<file path="config.mk">
export PLATFORM = sky130hd
export DESIGN_NAME = uart_configurable
export DESIGN_NICKNAME = d
export VERILOG_FILES = /design/src/rtl/uart_configurable.sv
export SDC_FILE = /design/constraint.sdc
export NUM_CORES = 1
export LEC_CHECK = 0
export CORE_MARGIN = 2
export CORE_UTILIZATION = 41
export DETAILED_ROUTE_END_ITERATION = 8
export SLEW_MARGIN = 20
export SYNTH_ARGS = -nofsm -noshare
export SYNTH_HDL_FRONTEND = slang
export SYNTH_SLANG_ARGS = --single-unit
</file>
<file path="constraint.sdc">
create_clock -name Clock -period 6 [get_ports Clock]
set_input_delay 1.2 -clock Clock [delete_from_list [all_inputs] [get_ports Clock]]
set_output_delay 1.2 -clock Clock [all_outputs]
set_load 0.05 [all_outputs]
</file>
<file path="src/rtl/uart_configurable.sv">
// Full-duplex UART with run-time divisor, parity and stop-bit selection,
// FIFO buffering in both directions and sticky parity/framing/overrun flags.
module uart_configurable #(
   parameter int DATA_BITS       = 8,
   parameter int FIFO_DEPTH_LOG2 = 2,
   parameter int DIV_WIDTH       = 16,
   parameter int SAMPLE_RATE     = 16
) (
   input  logic                 Clock,
   input  logic                 Reset,
   input  logic [DIV_WIDTH-1:0] Divisor,
   input  logic                 ParityEn,
   input  logic                 ParityOdd,
   input  logic                 TwoStop,
   input  logic                 WriteUart,
   input  logic [DATA_BITS-1:0] WriteData,
   output logic                 TxFull,
   output logic                 TxBusy,
   input  logic                 ReadUart,
   output logic [DATA_BITS-1:0] ReadData,
   output logic                 RxEmpty,
   output logic                 RxFull,
   input  logic                 Rx,
   output logic                 Tx,
   output logic                 ParityErr,
   output logic                 FrameErr,
   output logic                 Overrun,
   input  logic                 ClearErr
);
   localparam int FIFO_DEPTH = 1 << FIFO_DEPTH_LOG2;
   localparam int TW = $clog2(2 * SAMPLE_RATE);
   localparam int BW = $clog2(DATA_BITS);
   localparam int PW = FIFO_DEPTH_LOG2 + 1;
   localparam logic [TW-1:0] LAST_TICK       = TW'(SAMPLE_RATE - 1);
   localparam logic [TW-1:0] MID_TICK        = TW'(SAMPLE_RATE / 2 - 1);
   localparam logic [TW-1:0] LAST_TICK_2STOP = TW'(2 * SAMPLE_RATE - 1);
   localparam logic [BW-1:0] LAST_BIT        = BW'(DATA_BITS - 1);

   typedef enum logic [2:0] {S_IDLE, S_START, S_DATA, S_PARITY, S_STOP} uart_state_t;

   // ---------------- baud tick generator ----------------
   logic [DIV_WIDTH-1:0] tick_cnt_reg;
   logic [DIV_WIDTH-1:0] div_reg;
   logic                 tick;

   assign tick = (tick_cnt_reg == div_reg);

   // The divisor is only re-sampled on a wrap so a change never produces a short period.
   always_ff @(posedge Clock) begin
      if (Reset) begin
         tick_cnt_reg <= '0;
         div_reg      <= Divisor;
      end else if (tick) begin
         tick_cnt_reg <= '0;
         div_reg      <= Divisor;
      end else begin
         tick_cnt_reg <= tick_cnt_reg + DIV_WIDTH'(1);
      end
   end

   // ---------------- Rx synchroniser ----------------
   logic rx_meta_reg;
   logic rx_sync_reg;

   always_ff @(posedge Clock) begin
      if (Reset) begin
         rx_meta_reg <= 1'b1;
         rx_sync_reg <= 1'b1;
      end else begin
         rx_meta_reg <= Rx;
         rx_sync_reg <= rx_meta_reg;
      end
   end

   // ---------------- FIFOs: index 0 = TX, index 1 = RX ----------------
   logic                 fifo_wr    [2];
   logic                 fifo_rd    [2];
   logic [DATA_BITS-1:0] fifo_wdata [2];
   logic [DATA_BITS-1:0] fifo_rdata [2];
   logic                 fifo_empty [2];
   logic                 fifo_full  [2];

   for (genvar gi = 0; gi < 2; gi++) begin : g_fifo
      logic [DATA_BITS-1:0] mem [FIFO_DEPTH];
      logic [PW-1:0]        wr_ptr_reg;
      logic [PW-1:0]        rd_ptr_reg;
      logic                 wr_ok;
      logic                 rd_ok;

      assign fifo_empty[gi] = (wr_ptr_reg == rd_ptr_reg);
      assign fifo_full[gi]  = (wr_ptr_reg[PW-1] != rd_ptr_reg[PW-1]) &&
                              (wr_ptr_reg[PW-2:0] == rd_ptr_reg[PW-2:0]);
      // Full blocks the write even when a read frees a slot in the same cycle.
      assign wr_ok = fifo_wr[gi] && !fifo_full[gi];
      assign rd_ok = fifo_rd[gi] && !fifo_empty[gi];
      assign fifo_rdata[gi] = fifo_empty[gi] ? '0 : mem[rd_ptr_reg[PW-2:0]];

      always_ff @(posedge Clock) begin
         if (wr_ok) begin
            mem[wr_ptr_reg[PW-2:0]] <= fifo_wdata[gi];
         end
      end

      always_ff @(posedge Clock) begin
         if (Reset) begin
            wr_ptr_reg <= '0;
            rd_ptr_reg <= '0;
         end else begin
            if (wr_ok) begin
               wr_ptr_reg <= wr_ptr_reg + PW'(1);
            end
            if (rd_ok) begin
               rd_ptr_reg <= rd_ptr_reg + PW'(1);
            end
         end
      end
   end

   // ---------------- transmitter ----------------
   uart_state_t          tx_state_reg, tx_state_next;
   logic [TW-1:0]        tx_tick_reg, tx_tick_next;
   logic [BW-1:0]        tx_bit_reg, tx_bit_next;
   logic [DATA_BITS-1:0] tx_shift_reg, tx_shift_next;
   logic                 tx_par_en_reg, tx_par_en_next;
   logic                 tx_two_stop_reg, tx_two_stop_next;
   logic                 tx_par_bit_reg, tx_par_bit_next;
   logic                 tx_reg, tx_next;
   logic                 tx_start_frame;

   always_comb begin
      tx_state_next    = tx_state_reg;
      tx_tick_next     = tx_tick_reg;
      tx_bit_next      = tx_bit_reg;
      tx_shift_next    = tx_shift_reg;
      tx_par_en_next   = tx_par_en_reg;
      tx_two_stop_next = tx_two_stop_reg;
      tx_par_bit_next  = tx_par_bit_reg;
      tx_start_frame   = 1'b0;
      tx_next          = 1'b1;

      case (tx_state_reg)
         S_IDLE: begin
            tx_start_frame = !fifo_empty[0];
         end
         S_START: begin
            if (tick) begin
               if (tx_tick_reg == LAST_TICK) begin
                  tx_tick_next  = '0;
                  tx_state_next = S_DATA;
               end else begin
                  tx_tick_next = tx_tick_reg + TW'(1);
               end
            end
         end
         S_DATA: begin
            if (tick) begin
               if (tx_tick_reg == LAST_TICK) begin
                  tx_tick_next  = '0;
                  tx_shift_next = tx_shift_reg >> 1;
                  if (tx_bit_reg == LAST_BIT) begin
                     tx_bit_next   = '0;
                     tx_state_next = tx_par_en_reg ? S_PARITY : S_STOP;
                  end else begin
                     tx_bit_next = tx_bit_reg + BW'(1);
                  end
               end else begin
                  tx_tick_next = tx_tick_reg + TW'(1);
               end
            end
         end
         S_PARITY: begin
            if (tick) begin
               if (tx_tick_reg == LAST_TICK) begin
                  tx_tick_next  = '0;
                  tx_state_next = S_STOP;
               end else begin
                  tx_tick_next = tx_tick_reg + TW'(1);
               end
            end
         end
         S_STOP: begin
            if (tick) begin
               if (tx_tick_reg == (tx_two_stop_reg ? LAST_TICK_2STOP : LAST_TICK)) begin
                  tx_tick_next   = '0;
                  tx_state_next  = S_IDLE;
                  tx_start_frame = !fifo_empty[0];
               end else begin
                  tx_tick_next = tx_tick_reg + TW'(1);
               end
            end
         end
         default: tx_state_next = S_IDLE;
      endcase

      // Chaining straight from the last stop tick keeps back-to-back frames gapless.
      if (tx_start_frame) begin
         tx_state_next    = S_START;
         tx_tick_next     = '0;
         tx_bit_next      = '0;
         tx_shift_next    = fifo_rdata[0];
         tx_par_en_next   = ParityEn;
         tx_two_stop_next = TwoStop;
         tx_par_bit_next  = (^fifo_rdata[0]) ^ ParityOdd;
      end

      case (tx_state_next)
         S_START:  tx_next = 1'b0;
         S_DATA:   tx_next = tx_shift_next[0];
         S_PARITY: tx_next = tx_par_bit_next;
         default:  tx_next = 1'b1;
      endcase
   end

   always_ff @(posedge Clock) begin
      if (Reset) begin
         tx_state_reg    <= S_IDLE;
         tx_tick_reg     <= '0;
         tx_bit_reg      <= '0;
         tx_shift_reg    <= '0;
         tx_par_en_reg   <= 1'b0;
         tx_two_stop_reg <= 1'b0;
         tx_par_bit_reg  <= 1'b0;
         tx_reg          <= 1'b1;
      end else begin
         tx_state_reg    <= tx_state_next;
         tx_tick_reg     <= tx_tick_next;
         tx_bit_reg      <= tx_bit_next;
         tx_shift_reg    <= tx_shift_next;
         tx_par_en_reg   <= tx_par_en_next;
         tx_two_stop_reg <= tx_two_stop_next;
         tx_par_bit_reg  <= tx_par_bit_next;
         tx_reg          <= tx_next;
      end
   end

   assign fifo_wr[0]    = WriteUart;
   assign fifo_wdata[0] = WriteData;
   assign fifo_rd[0]    = tx_start_frame;

   // ---------------- receiver ----------------
   uart_state_t          rx_state_reg, rx_state_next;
   logic [TW-1:0]        rx_tick_reg, rx_tick_next;
   logic [BW-1:0]        rx_bit_reg, rx_bit_next;
   logic [DATA_BITS-1:0] rx_shift_reg, rx_shift_next;
   logic                 rx_par_en_reg, rx_par_en_next;
   logic                 rx_par_odd_reg, rx_par_odd_next;
   logic                 rx_push;
   logic                 parity_set;
   logic                 frame_set;
   logic                 overrun_set;

   always_comb begin
      rx_state_next   = rx_state_reg;
      rx_tick_next    = rx_tick_reg;
      rx_bit_next     = rx_bit_reg;
      rx_shift_next   = rx_shift_reg;
      rx_par_en_next  = rx_par_en_reg;
      rx_par_odd_next = rx_par_odd_reg;
      rx_push         = 1'b0;
      parity_set      = 1'b0;
      frame_set       = 1'b0;

      case (rx_state_reg)
         S_IDLE: begin
            if (!rx_sync_reg) begin
               rx_state_next   = S_START;
               rx_tick_next    = '0;
               rx_bit_next     = '0;
               rx_par_en_next  = ParityEn;
               rx_par_odd_next = ParityOdd;
            end
         end
         S_START: begin
            if (tick) begin
               if (rx_tick_reg == MID_TICK) begin
                  rx_tick_next  = '0;
                  rx_state_next = rx_sync_reg ? S_IDLE : S_DATA;
               end else begin
                  rx_tick_next = rx_tick_reg + TW'(1);
               end
            end
         end
         S_DATA: begin
            if (tick) begin
               if (rx_tick_reg == LAST_TICK) begin
                  rx_tick_next  = '0;
                  rx_shift_next = {rx_sync_reg, rx_shift_reg[DATA_BITS-1:1]};
                  if (rx_bit_reg == LAST_BIT) begin
                     rx_bit_next   = '0;
                     rx_state_next = rx_par_en_reg ? S_PARITY : S_STOP;
                  end else begin
                     rx_bit_next = rx_bit_reg + BW'(1);
                  end
               end else begin
                  rx_tick_next = rx_tick_reg + TW'(1);
               end
            end
         end
         S_PARITY: begin
            if (tick) begin
               if (rx_tick_reg == LAST_TICK) begin
                  rx_tick_next  = '0;
                  parity_set    = rx_sync_reg != ((^rx_shift_reg) ^ rx_par_odd_reg);
                  rx_state_next = S_STOP;
               end else begin
                  rx_tick_next = rx_tick_reg + TW'(1);
               end
            end
         end
         S_STOP: begin
            if (tick) begin
               if (rx_tick_reg == LAST_TICK) begin
                  rx_tick_next  = '0;
                  frame_set     = !rx_sync_reg;
                  rx_push       = 1'b1;
                  rx_state_next = S_IDLE;
               end else begin
                  rx_tick_next = rx_tick_reg + TW'(1);
               end
            end
         end
         default: rx_state_next = S_IDLE;
      endcase
   end

   always_ff @(posedge Clock) begin
      if (Reset) begin
         rx_state_reg   <= S_IDLE;
         rx_tick_reg    <= '0;
         rx_bit_reg     <= '0;
         rx_shift_reg   <= '0;
         rx_par_en_reg  <= 1'b0;
         rx_par_odd_reg <= 1'b0;
      end else begin
         rx_state_reg   <= rx_state_next;
         rx_tick_reg    <= rx_tick_next;
         rx_bit_reg     <= rx_bit_next;
         rx_shift_reg   <= rx_shift_next;
         rx_par_en_reg  <= rx_par_en_next;
         rx_par_odd_reg <= rx_par_odd_next;
      end
   end

   assign fifo_wr[1]    = rx_push;
   assign fifo_wdata[1] = rx_shift_reg;
   assign fifo_rd[1]    = ReadUart;
   assign overrun_set   = rx_push && fifo_full[1];

   // ---------------- sticky error flags (set beats clear) ----------------
   logic parity_err_reg;
   logic frame_err_reg;
   logic overrun_reg;

   always_ff @(posedge Clock) begin
      if (Reset) begin
         parity_err_reg <= 1'b0;
         frame_err_reg  <= 1'b0;
         overrun_reg    <= 1'b0;
      end else begin
         parity_err_reg <= parity_set  | (parity_err_reg & ~ClearErr);
         frame_err_reg  <= frame_set   | (frame_err_reg  & ~ClearErr);
         overrun_reg    <= overrun_set | (overrun_reg    & ~ClearErr);
      end
   end

   assign Tx        = tx_reg;
   assign TxFull    = fifo_full[0];
   assign TxBusy    = (tx_state_reg != S_IDLE) || !fifo_empty[0];
   assign ReadData  = fifo_rdata[1];
   assign RxEmpty   = fifo_empty[1];
   assign RxFull    = fifo_full[1];
   assign ParityErr = parity_err_reg;
   assign FrameErr  = frame_err_reg;
   assign Overrun   = overrun_reg;
endmodule

</file>
==> results.sh, run 1 <==
export IMPL_slew_headroom_pct=54.5
export IMPL_cts_inserted_buffers=17
export IMPL_status="finished, final reports clean"
export IMPL_critPathRequiredTime_ns=4.80
export IMPL_crit_type="reg2out"
export IMPL_vias=4360
export IMPL_area_growth_pct=17.7
export IMPL_timing_fmax_mhz=266
export IMPL_gr_usage_all_layers_pct=14.7
export IMPL_finClkSkew_ns=0.00946
export IMPL_final_cell_area_sq_um=8160
export IMPL_drv_slew=0
export IMPL_netlist_area_leader_share_pct=34.7
export IMPL_grt_pass1_vias=4298
export IMPL_cts_resized=0
export IMPL_hold_path_class="reg2reg"
export IMPL_avgSynthCellArea_sq_um=12.0
export IMPL_power_frac_clock_pct=36.7
export IMPL_synth_compound_area_share_pct=5.65
export IMPL_clk_pin_slew_ns=0.06
export IMPL_r2r_slack_ns=3.21
export IMPL_die_w_um=134
export IMPL_drtPass1Iterations=5
export IMPL_rsz0062_at_grt="false"
export IMPL_synth_seq_cells=161
export IMPL_ys_types=51
export IMPL_crit_arrival_ns=2.56
export IMPL_min_period_ns=3.76
export IMPL_seqPwrFrac_pct=47.6
export IMPL_gp_congestion=0.757
export IMPL_post_cts_setup_buffers=0
export IMPL_worstPathMaxFanout=9
export IMPL_switching_share_pct=27.3
export IMPL_synth_most_common_cell="dfxtp_1"
export IMPL_synthSimpleGateAreaFrac_pct=14.7
export IMPL_p_int_mw=1.94
export IMPL_netlist_top_cells_count="dfxtp_1 (81), edfxtp_1 (80), nor2_1 (68)"
export IMPL_synth_adder_area_share_pct=3.79
export IMPL_start_util_pct=41.9
export IMPL_dieArea_sq_um=18000
export IMPL_synth_mux_area_share_pct=7.69
export IMPL_grt_max_degree=57
export IMPL_wl_um=12300
export IMPL_hpwlAfterDp_um=8670
export IMPL_antenna_found_initial=0
export IMPL_finalCritPeriodShare_pct=62.7
export IMPL_fillers=1443
export IMPL_maxCapViolCount=0
export IMPL_p_sw_mw=0.730
export IMPL_insertion_delay_ns=0.42
export IMPL_synth_fp_nets=633
export IMPL_tightest_slew_ns=0.683
export IMPL_root_buffer="clkbuf_16"
export IMPL_wire_per_inst_um=14.3
export IMPL_synth_edf_count=80
export IMPL_worst_slack_ns=2.24
export IMPL_port_buffers=48
export IMPL_drive_above_1_share_pct=9.52
export IMPL_ios=49
export IMPL_worstSetupStartpoint="g_fifo[1].wr_ptr_reg[0]"
export IMPL_cts_hold_buf=0
export IMPL_crit_end="RxEmpty"
export IMPL_synth_main_ff_cell="dfxtp_1"
export IMPL_overflow=0
export IMPL_drt_iter0_markers=187
export IMPL_num_rows=47
export IMPL_r2r_cells=7
export IMPL_largest_reg_flops=64
export IMPL_nets=682
export IMPL_report_final_setup_viol=0
export IMPL_syn_cell_area_sq_um=6930
export IMPL_yosys_top_cells_area="edfxtp_1 (35%), dfxtp_1 (23%), mux4_2 (5.2%)"
export IMPL_setup_tns_ns=0
export IMPL_ys_seq_area_share_pct=58.1
export IMPL_pre_cts_slack_ns=2.65
export IMPL_async_flop_share_pct=0
export IMPL_grt_pass1_wl_um=20900
export IMPL_critPathLaunchType="flop"
export IMPL_irDropWorstVdd_mv=0.201
export IMPL_leakage_nw=2.92
export IMPL_p_per_area_nw_per_um2=328
export IMPL_r2r_end="Tx"
export IMPL_hold_viol=0
export IMPL_drc_errors=0
export IMPL_p_comb_share_pct=15.8
export IMPL_cts_tree="yes"
export IMPL_h_tree_depth=4
export IMPL_clkSinkCount=161
export IMPL_place_area_sq_um=7620
export IMPL_antenna_left=0
export IMPL_coreArea_sq_um=16500
export IMPL_regToRegStartpoint="div_reg[6]"
export IMPL_ys_warn_count=0
export IMPL_synth_top_family_by_area="simple AND/OR/NAND/NOR gates"
export IMPL_die_h_um=134
export IMPL_synthXorXnorAreaFrac_pct=8.09
export IMPL_diodes=0
export IMPL_yosysTopAreaCell="edfxtp_1"
export IMPL_syn_inst=579
export IMPL_cp_end_kind="output pin"
export IMPL_cts_buffer_depth=2
export IMPL_vias_per_cell=5.06
export IMPL_fin_util_pct=49.4
[critical path, cell delays in order, from the launching register on]
cell and delay [ns]:
dfxtp_1 0.44, xnor2_1 0.16, nand2_1 0.10, nor2_1 0.51, clkdlybuf4s50_1 0.92
[metrics by stage]
stage / std cells / hold slack [ns] / power (mW)
2_1_floorplan: 579 / 0.389 / 1.61
3_3_place_gp: 829 / 0.393 / 1.72
3_5_place_dp: 829 / 0.393 / 1.72
4_1_cts: 861 / 0.408 / 2.71
5_1_grt: 861 / 0.439 / 2.81
6_report: 861 / 0.407 / 2.67
[cell families after synthesis]
kind of cell | after synthesis
buf+inv | 36
compound gates | 63
simple gates | 201
flops | 161
fa+ha+maj | 21
mux | 33
xor+xnor | 64
[routing by layer]
layer	vias up	global-route usage, %	wire (um)
li1	2156	-	-
met1	2111	19.2	5840
met2	77	24.0	5890
met3	16	3.17	382
met4	0	6.03	206
met5	-	0	0
[power by group through the flow]
stage,sequential [mW],clock [mW],combinational [mW]
after CTS,1.27,1.01,0.429
after detailed placement,1.30,0,0.426
final,1.27,0.980,0.421
after global placement,1.30,0,0.419
after floorplan,1.28,0,0.332
after global routing,1.28,1.05,0.469
[final cells by class]
cell class | instances | area [sq um] | area share (%)
clock buffer | 18 | 429 | 5.26
clock inverter | 14 | 108 | 1.32
inverter | 15 | 56.3 | 0.690
multi-input combinational | 382 | 2770 | 33.9
sequential | 161 | 4020 | 49.3
tap | 220 | 275 | 3.38
timing repair buffer | 51 | 498 | 6.11
[how the worst min path moves through the flow]
stage                  end  slack (ns)        start  cells past startpoint
2_1_floorplan  rx_sync_reg        0.39  rx_meta_reg                      1
3_3_place_gp   rx_sync_reg        0.39  rx_meta_reg                      1
3_5_place_dp   rx_sync_reg        0.39  rx_meta_reg                      1
4_1_cts        rx_sync_reg        0.41  rx_meta_reg                      1
5_1_grt        rx_sync_reg        0.44  rx_meta_reg                      1
6_report       rx_sync_reg        0.41  rx_meta_reg                      1
[layout by cell type, fill, tap and decap left out, drive strengths merged, types with 2 or more instances in the layout]
cell,netlist,routed
xor2,35,35
clkinvlp,0,2
a21oi,36,36
nor4,7,7
mux2i,15,15
edfxtp,80,80
nand3b,2,2
clkdlybuf4s50,0,47
buf,4,4
nand3,22,22
nor2,68,68
inv,15,20
mux4,16,16
or3,6,6
a22oi,6,6
clkinv,0,7
dfxtp,81,81
nor3,8,8
nand4,4,4
nor2b,18,18
o211ai,3,3
or2,3,3
nand2,34,34
clkbuf,17,18
o21ai,5,5
and3,6,6
xnor2,29,29
or4,2,2
mux2,2,2
nand2b,5,5
and2,12,12
ha,21,21
(Power assumes the default switching activity.)
==> run 2, diff against run 1 <==
==> constraint.sdc (replaced) <==
create_clock -name Clock -period 3.89 [get_ports Clock]
set_input_delay 0.778 -clock Clock [delete_from_list [all_inputs] [get_ports Clock]]
set_output_delay 0.778 -clock Clock [all_outputs]
set_load 0.05 [all_outputs]
==> run 2 against run 1 <==
  * Largest cell class unchanged
  * Combinational power grew 54%
  * Critical path type unchanged
  * Sequential cell count is the same
  * Non-clock buffer count shrank 1
==> results.sh, run 2 (synthesized netlist as in run 1, its figures left out) <==
export IMPL_coreArea_sq_um=16500
export IMPL_timing_fmax_mhz=294
export IMPL_grt_pass1_vias=4436
export IMPL_die_w_um=134
export IMPL_clk_pin_slew_ns=0.07
export IMPL_drtPass1Iterations=4
export IMPL_finalCritPeriodShare_pct=87.6
export IMPL_cp_end_kind="output pin"
export IMPL_drc_errors=0
export IMPL_grt_max_degree=56
export IMPL_crit_type="reg2out"
export IMPL_port_buffers=48
export IMPL_num_rows=47
export IMPL_hpwlAfterDp_um=8780
export IMPL_clkSinkCount=161
export IMPL_start_util_pct=41.9
export IMPL_drt_iter0_markers=251
export IMPL_regToRegStartpoint="div_reg[6]"
export IMPL_setup_tns_ns=0
export IMPL_die_h_um=134
export IMPL_cts_tree="yes"
export IMPL_wire_per_inst_um=14.9
export IMPL_cts_inserted_buffers=17
export IMPL_tightest_slew_ns=0.732
export IMPL_h_tree_depth=4
export IMPL_vias_per_cell=5.06
export IMPL_min_period_ns=3.41
export IMPL_worstPathMaxFanout=9
export IMPL_critPathLaunchType="flop"
export IMPL_worstSetupStartpoint="g_fifo[1].wr_ptr_reg[0]"
export IMPL_antenna_left=0
export IMPL_final_cell_mix="dfxtp_1 (81), edfxtp_1 (80), nor2_1 (68), clkdlybuf4s50_1 (47), a21oi_1 (36)"
export IMPL_cts_resized=0
export IMPL_cts_hold_buf=0
export IMPL_dieArea_sq_um=18000
export IMPL_irDropWorstVdd_mv=0.391
export IMPL_insertion_delay_ns=0.42
export IMPL_leakage_nw=2.93
export IMPL_nets=681
export IMPL_diodes=0
export IMPL_hold_path_class="reg2reg"
export IMPL_power_mw=4.21
export IMPL_drv_slew=0
export IMPL_area_growth_pct=18.2
export IMPL_drive_above_1_share_pct=10.2
export IMPL_critPathRequiredTime_ns=3.11
export IMPL_antenna_found_initial=0
export IMPL_largest_reg_flops=64
export IMPL_grt_pass1_wl_um=21700
export IMPL_slew_headroom_pct=51.0
export IMPL_overflow=0
export IMPL_status="finished, final reports clean"
export IMPL_final_common_cell="dfxtp_1"
export IMPL_crit_arrival_ns=2.63
export IMPL_report_final_setup_viol=0
export IMPL_vias=4352
export IMPL_finClkSkew_ns=0.00847
export IMPL_wl_um=12800
export IMPL_gr_usage_all_layers_pct=15.3
export IMPL_maxCapViolCount=0
export IMPL_post_cts_setup_buffers=0
export IMPL_fillers=1435
export IMPL_cts_buffer_depth=2
export IMPL_hold_viol=0
export IMPL_gp_congestion=0.786
export IMPL_root_buffer="clkbuf_16"
export IMPL_min_from="rx_meta_reg"
export IMPL_ios=49
export IMPL_rsz0062_at_grt="false"
export IMPL_p_per_area_nw_per_um2=515
-- run 2: changes by cell type in the layout (fill, tap and decap cells not counted), sizes merged --
cell and delta:
buf -1, inv +5, clkinv -6, clkinvlp +1
-- run 2: metrics by stage --
step	worst slack (ns)	util [%]	hold WS (ns)	instance area [sq um]	cells
6_report	0.483	49.5	0.411	8190	860
4_1_cts	0.449	49.5	0.414	8180	860
5_1_grt	0.358	49.5	0.432	8190	860
3_3_place_gp	0.987	46.1	0.397	7610	828
2_1_floorplan	1.09	-	0.389	6930	579
3_5_place_dp	0.907	46.1	0.399	7610	828
-- run 2: layer usage --
metal	track usage [%]	up-vias	wire length (um)
met1	19.7	2118	6000
met3	3.17	14	372
met4	5.44	0	147
li1	-	2155	-
met2	25.6	65	6260
met5	0	-	0
-- run 2: worst max-delay path: stages, from the launching register on --
cell and delay (ns):
dfxtp_1 0.43, xnor2_1 0.16, nand2_1 0.11, nor2_1 0.57
clkdlybuf4s50_1 0.93
-- run 2: worst paths after layout --
kind | slack, ns | endpoint | depth (start not counted)
min | 0.41 | rx_sync_reg | 1
max | 0.48 | RxEmpty | 4
min reg2reg | 0.41 | rx_sync_reg | 1
max reg2reg | 1.06 | Tx | 7
-- run 2: layout make-up --
class | count | area [sq um] | share of cell area (%)
Multi-Input combinational cell | 382 | 2770 | 33.8
Clock inverter | 14 | 131 | 1.60
Tap cell | 220 | 275 | 3.36
Clock buffer | 18 | 439 | 5.36
Sequential cell | 161 | 4020 | 49.1
Inverter | 15 | 56.3 | 0.688
Timing Repair Buffer | 50 | 490 | 5.99
-- run 2: where the power goes --
group          total, mW  internal, mW  switching (mW)
logic              0.648         0.294           0.354
registers           1.96          1.88          0.0836
clock network       1.60         0.866           0.738
==> run 3, diff against run 2 <==
--- a/config.mk
+++ b/config.mk
@@ -8,6 +8,7 @@
 export CORE_MARGIN = 2
 export CORE_UTILIZATION = 41
 export DETAILED_ROUTE_END_ITERATION = 8
+export PLACE_DENSITY_LB_ADDON = 0.1
 export SLEW_MARGIN = 20
 export SYNTH_ARGS = -nofsm -noshare
 export SYNTH_HDL_FRONTEND = slang
==> run 3 against run 2 <==
  * Via count down 0.85%
  * Critical path depth down 1
  * Setup slack better by 0.11 ns
  * Sequential power about the same
  * Die area unchanged
  * Non-clock buffer count up 1
  * Routed wire length up 0.11%
  * Clock skew down 0.0011 ns
  * First-iteration DRC count down 8.0%
  * Design area up 0.61%
==> results.sh, run 3 (synthesized netlist as in run 1, its figures left out) <==
export IMPL_diodes=0
export IMPL_cts_inserted_buffers=17
export IMPL_power_mw=4.36
export IMPL_status="finished, final reports clean"
export IMPL_vias_per_cell=5.01
export IMPL_drt_iter0_markers=231
export IMPL_num_rows=47
export IMPL_area_growth_pct=18.9
export IMPL_worst_slack_ns=0.589
export IMPL_die_h_um=134
export IMPL_pre_cts_slack_ns=0.969
export IMPL_grt_pass1_wl_um=21400
export IMPL_min_period_ns=3.30
export IMPL_wl_um=12800
export IMPL_hold_path_class="reg2reg"
export IMPL_finalCritPeriodShare_pct=84.9
export IMPL_nets=682
export IMPL_clkSinkCount=161
export IMPL_rsz0062_at_grt="false"
export IMPL_dieArea_sq_um=18000
export IMPL_critPathRequiredTime_ns=3.11
export IMPL_antenna_left=0
export IMPL_final_common_cell="dfxtp_1"
export IMPL_busiest_layer="met2"
export IMPL_gr_usage_all_layers_pct=15.3
export IMPL_wire_per_inst_um=14.9
export IMPL_use_met2_pct=25.1
export IMPL_gp_congestion=0.780
export IMPL_grt_max_degree=33
export IMPL_setup_tns_ns=0
export IMPL_port_buffers=48
export IMPL_hpwlAfterDp_um=8960
export IMPL_multi_input_area_sq_um=2770
export IMPL_drtPass1Iterations=6
export IMPL_drive_above_1_share_pct=9.52
export IMPL_cts_resized=0
export IMPL_fillers=1451
export IMPL_timing_fmax_mhz=303
export IMPL_cts_buffer_depth=2
export IMPL_cts_hold_buf=0
export IMPL_grt_util_met1_pct=20.0
export IMPL_insertion_delay_ns=0.41
export IMPL_ios=49
export IMPL_die_w_um=134
export IMPL_coreArea_sq_um=16500
export IMPL_cts_tree="yes"
export IMPL_maxCapViolCount=0
export IMPL_grt_pass1_vias=4308
export IMPL_regArea_sq_um=4020
export IMPL_vias=4315
export IMPL_hold_viol=0
export IMPL_p_per_area_nw_per_um2=530
export IMPL_start_util_pct=41.9
export IMPL_irDropWorstVdd_mv=0.383
export IMPL_antenna_found_initial=0
export IMPL_critPathLaunchType="flop"
export IMPL_crit_arrival_ns=2.52
export IMPL_worstPathMaxFanout=8
export IMPL_post_cts_setup_buffers=0
export IMPL_clk_pin_slew_ns=0.07
export IMPL_root_buffer="clkbuf_16"
export IMPL_leakage_nw=2.96
export IMPL_drc_errors=0
export IMPL_slew_headroom_pct=59.0
export IMPL_largest_reg_flops=64
export IMPL_report_final_setup_viol=0
export IMPL_grt_met3_usage_pct=3.93
export IMPL_fin_util_pct=49.9
export IMPL_crit_type="reg2out"
export IMPL_tightest_slew_ns=0.615
export IMPL_overflow=0
export IMPL_finClkSkew_ns=0.00733
export IMPL_final_cell_mix="dfxtp_1 (81), edfxtp_1 (80), nor2_1 (68), clkdlybuf4s50_1 (47), a21oi_1 (36)"
export IMPL_drv_slew=0
export IMPL_cp_end_kind="output pin"
export IMPL_h_tree_depth=4
==> run 3: report_power, final <==
part           total (mW)  switching (mW)  internal [mW]
clock                1.74           0.663           1.08
combinational       0.661           0.366          0.294
sequential           1.96          0.0819           1.88
==> run 3: worst max-delay path: stages (launching register included) <==
cell and delay (ns):
dfxtp_1 0.67, mux4_2 0.57, nor2b_1 0.14, clkdlybuf4s50_1 0.72
==> run 3: metal layers <==
metal,share of wire [%],vias up
li1,-,2151
met4,0.95,0
met1,48,2085
met2,48,70
met5,0,-
met3,3.4,9
==> run 3: through the flow <==
| stage | hold slack, ns | instances | cell area (sq um) |
|---|---|---|---|
| floorplan | 0.389 | 579 | 6930 |
| global route | 0.423 | 861 | 8240 |
| finish | 0.410 | 861 | 8240 |
| global placement | 0.402 | 829 | 7620 |
| CTS | 0.413 | 861 | 8240 |
| detailed placement | 0.397 | 829 | 7620 |
==> run 3: worst paths after layout <==
kind	startpoint	to	slack, ns	cells past startpoint
worst min-delay path	rx_meta_reg	rx_sync_reg	0.41	1
worst max register to register	div_reg[4]	Tx	1.02	7
worst max-delay path	flop	ReadData[0]	0.59	3
worst min register to register	rx_meta_reg	rx_sync_reg	0.41	1
==> run 3: area by class of cell <==
class	instances	area share [%]
Clock buffer	20	5.30
Clock inverter	12	2.22
Inverter	15	0.683
Multi-Input combinational cell	382	33.6
Sequential cell	161	48.8
Tap cell	220	3.34
Timing Repair Buffer	51	6.04
